--- src/rtl/ham_pkg.sv ---
// Shared Hamming(7,4) types, sizes and the syndrome function.
package ham_pkg;
  localparam int HAM_N = 7;
  localparam int HAM_K = 4;

  typedef logic [HAM_N-1:0] ham_code_t;
  typedef logic [HAM_K-1:0] ham_data_t;
  typedef logic [2:0]       ham_syn_t;

  // The syndrome value equals the 1-based position of a single flipped bit.
  function automatic ham_syn_t ham_syndrome(input ham_code_t c);
    return {c[3] ^ c[4] ^ c[5] ^ c[6],
            c[1] ^ c[2] ^ c[5] ^ c[6],
            c[0] ^ c[2] ^ c[4] ^ c[6]};
  endfunction
endpackage

--- src/rtl/ham_syndrome_correct.sv ---
// Combinational Hamming(7,4) syndrome and single-error correction of the data bits.
module ham_syndrome_correct
  import ham_pkg::*;
(
  input  ham_code_t code,
  output ham_syn_t  syndrome,
  output ham_data_t data
);
  assign syndrome = ham_syndrome(code);

  // Only the data positions (3,5,6,7) need the flip; parity fixes are never observed.
  assign data = {code[6] ^ (syndrome == 3'd7),
                 code[5] ^ (syndrome == 3'd6),
                 code[4] ^ (syndrome == 3'd5),
                 code[2] ^ (syndrome == 3'd3)};
endmodule

--- src/rtl/ham_decoder_stream.sv ---
// Two-stage streaming Hamming(7,4) decoder with valid/ready on both sides.
// Define HAM_DEC_ERR_CNT_EN to build the saturating corrected-word counter.
module ham_decoder_stream
  import ham_pkg::*;
#(
  parameter int CNT_W = 16
) (
  input  logic             clk,
  input  logic             rst_n,
  input  logic             in_valid,
  output logic             in_ready,
  input  logic [6:0]       in_code,
  output logic             out_valid,
  input  logic             out_ready,
  output logic [3:0]       out_data,
  output logic [2:0]       out_syndrome,
  output logic             out_corrected,
  input  logic             cnt_clr,
  output logic [CNT_W-1:0] err_cnt
);
  logic      s1_valid;
  ham_code_t s1_code;
  ham_syn_t  s1_syn;
  logic      advance;
  ham_syn_t  fix_syn;
  ham_data_t fix_data;

  assign advance  = ~out_valid | out_ready;
  // An empty stage 1 can still fill while the output is stalled.
  assign in_ready = ~s1_valid | advance;

  ham_syndrome_correct u_fix (
    .code     (s1_code),
    .syndrome (fix_syn),
    .data     (fix_data)
  );

  always_ff @(posedge clk) begin
    if (!rst_n) begin
      s1_valid      <= 1'b0;
      out_valid     <= 1'b0;
      out_data      <= '0;
      out_syndrome  <= '0;
      out_corrected <= 1'b0;
    end else begin
      if (in_ready) s1_valid <= in_valid;
      if (advance) begin
        out_valid <= s1_valid;
        if (s1_valid) begin
          out_data      <= fix_data;
          out_syndrome  <= fix_syn;
          out_corrected <= |s1_syn;
        end
      end
    end
  end

  always_ff @(posedge clk) begin
    if (in_ready && in_valid) begin
      s1_code <= in_code;
      s1_syn  <= ham_syndrome(in_code);
    end
  end

`ifdef HAM_DEC_ERR_CNT_EN
  always_ff @(posedge clk) begin
    if (!rst_n || cnt_clr)
      err_cnt <= '0;
    else if (out_valid && out_ready && out_corrected && (err_cnt != {CNT_W{1'b1}}))
      err_cnt <= err_cnt + 1'b1;
  end
`else
  logic unused_cnt_clr;
  assign unused_cnt_clr = cnt_clr;
  assign err_cnt        = '0;
`endif
endmodule

--- config.mk ---
export PLATFORM = sky130hd
export DESIGN_NAME = ham_decoder_stream
export DESIGN_NICKNAME = d
export VERILOG_FILES = /design/src/rtl/ham_pkg.sv /design/src/rtl/ham_syndrome_correct.sv /design/src/rtl/ham_decoder_stream.sv
export SDC_FILE = /design/constraint.sdc
export NUM_CORES = 1
export LEC_CHECK = 0
export ABC_AREA = 0
export BUFFER_PORTS_ARGS = -buffer_cell sky130_fd_sc_hd__clkbuf_2
export CORE_UTILIZATION = 25
export CTS_BUF_LIST = sky130_fd_sc_hd__clkbuf_8
export DETAILED_ROUTE_END_ITERATION = 6
export PLACE_DENSITY_LB_ADDON = 0.05
export SETUP_SLACK_MARGIN = 0.05
export SLEW_MARGIN = 30
export SYNTH_ARGS = -nofsm -noshare
export SYNTH_HDL_FRONTEND = slang
export SYNTH_SLANG_ARGS = --single-unit
--- constraint.sdc ---
create_clock -name clk -period 1.5 [get_ports clk]
set_input_delay 0.075 -clock clk [delete_from_list [all_inputs] [get_ports clk]]
set_output_delay 0.075 -clock clk [all_outputs]
set_load 0.02 [all_outputs]
==> out/qor.yml <==
outcome: "complete, but fails checks"
violations: "negative setup slack"
cts_tree: "built"
fin_skew_ps: 1.63
vias: 728
crit_cells: 5
ctsHoldBuffers: 0
timing.final.hold_violations: 0
wl_met2_um: 908
rsz0062_at_grt: "yes"
gp_congestion: 0.667
grt_pass1_wl_mm: 3.26
syn_area_mm2: 0.00105
die_area_mm2: 0.00447
maxSlewViolCount: 0
min_period_ps: 1550
critPathCaptureType: "flip-flop"
hold_path_class: "in2reg"
worstPathCellList: "xnor2_2 -> or3_1 -> a21oi_2 -> xnor2_1 -> a21oi_1"
yosysTopAreaCellShare_pct: 28.6
cp_slowest_cell: "edfxtp_1"
synth-seq-cells: 20
fin_ws_ps: -46.0
final_cells: 184
drt-pass1-iter-count: 3
drc: 0
overflow: 0
ir_worst_vdd_v: 0.000478
multiInputGateArea_um2: 547
combinationalPowerShare_pct: 26.5
slowest_delay_ps: 490
route.met3.wl_um: 131
hold_slack_ps: 23.0
dp_worst_setup_slack_ps: -102
clk_latency_ps: 250
drt_iter0_drc: 32
cp_max_fo: 4
netlist.top_cell.by_area: "edfxtp_1"
area_delta_synth_final_pct: 31.2
fin_crit_sh_pct: 103
clock-sinks: 20
netlist_instances: 98
crit_family: "flip-flops"
routed_wl_mm: 1.88
cts-buffers-inserted: 3
critPathBufInv: 0
ys_seq_area_share_pct: 47.6
hold_path_depth: 1
avgSynthCellArea_um2: 10.7
die_h_um: 66.8
antenna_left: 0
track_usage_pct: 10.0
antenna_found_initial: 0
yosysWarningCount: 0
rows: 23
cp.arrival_ps: 1690
clk_pin_slew_ps: 70
p_switching_uw: 383
avgViaCountPerCell: 3.96
io_pins: 38
io_buffers: 20
worstSetupPathType: "reg2reg"
dp_cells: 178
setup_viol: 4
drive_above_1_share_pct: 37.3
die_width_um: 66.8
num_antenna_cells: 0
wl_per_cell_um: 10.2
fillerInstances: 439
yosysUniqueCellTypes: 21
setup_tns_ps: -75.3
cts_buffer_depth: 2
fp.coreArea_mm2: 0.00403
synth_area_leaders: "edfxtp_1, dfxtp_1, xnor2_1, buf_4, xor2_1"
clkPwrFrac_pct: 25.7
r2r_cells: 5
swShare_pct: 28.2
fmax_mhz: 647
finalPower_mw: 1.36
utilization_pct: 34.2
met1_length_um: 817
cts_root_buffer: "clkbuf_8"
internal-power_uw: 975
top_layer_used: "met4"
htree_levels: 1
final_nets: 147
maxCapViolations: 0
grt_pass1_vias: 694
place_area_mm2: 0.00125
hpwl_mm: 1.50
power-per-cell-area_mw_per_mm2: 985
initial_core_util_pct: 26.1
final_area_mm2: 0.00138
start_kind: "flip-flop"
p_leak_nw: 0.616
required_ps: 1640
grt_max_degree: 17
layout.area.seq_um2: 500
p_seq_share_pct: 47.8
-- registers in the layout (all words and copies together), names as in the netlist --
name	count
s1_valid	1
s1_code	7
s1_syn	3
out_data	4
out_corrected	1
out_valid	1
out_syndrome	3
-- area by class of cell --
type	count	share of cell area [%]
clock inverters	1	0.272
clock buffers	3	2.99
well taps	50	4.54
flip-flops and latches	20	36.3
multi-input cells	74	39.7
repair buffers	36	16.2
-- worst register-to-register path, stage by stage (launching register included) --
cell and delay [ps]:
edfxtp_1 490, xnor2_2 190, or3_1 390, a21oi_2 150
xnor2_1 140, a21oi_1 80
-- synth_stat cells --
library cell / instances
a21oi_1: 6
a21oi_2: 1
and2_1: 1
and3_2: 1
buf_4: 17
clkbuf_1: 2
conb_1: 1
dfxtp_1: 10
edfxtp_1: 10
nand2_1: 5
nand3_1: 2
nor2b_1: 3
nor3_1: 2
o211a_1: 4
o21a_1: 1
o21ai_0: 5
o21bai_1: 1
o31ai_1: 1
or3_1: 2
xnor2_1: 17
xor2_1: 6
-- layer usage --
layer,GRT usage [%],vias to the layer above
met3,4.11,2
met4,3.19,0
li1,-,375
met5,0,-
met1,12.3,322
met2,15.9,29
-- what timing repair did --
action	in CTS	in global routing
pin swaps	1	4
setup endpoints to repair	5	7
resized for setup	5	5
setup buffers	0	2
-- final timing paths --
kind	start	endpoint	slack [ps]
min reg2reg	out_syndrome[2]	out_syndrome[2]	500
min	in_code[0]	s1_code[0]	20
max	s1_code[5]	out_data[1]	-50
max reg2reg	s1_code[5]	out_data[1]	-50
-- cells in the final DEF (no fill, tap or decap), drive strengths merged, types with 2 or more instances in the layout --
cell and n:
edfxtp 10, or3 2, xor2 6, nor2b 3
conb 16, o211a 4, a21oi 7, clkbuf 23
dfxtp 10, xnor2 17, nand3 2, nor3 2
nand2 5, o21ai 5, buf 16
-- power by group through the flow --
| stage | clock, mW | sequential (mW) | combinational (mW) |
|---|---|---|---|
| 6_report | 0.349 | 0.650 | 0.360 |
| 5_1_grt | 0.393 | 0.655 | 0.400 |
| 4_1_cts | 0.358 | 0.647 | 0.344 |
| 3_5_place_dp | 0 | 0.659 | 0.326 |
| 3_3_place_gp | 0 | 0.658 | 0.325 |
| 2_1_floorplan | 0 | 0.677 | 0.222 |
-- kinds of logic after synthesis --
group | share of synthesized area [%]
buffers and inverters | 12.9
AOI/OAI and AO/OA | 12.0
xor gates and xnor gates | 19.2
other | 0.357
DFF | 47.6
and+or+nand+nor | 7.98
Power figures use the tool's default switching activity.
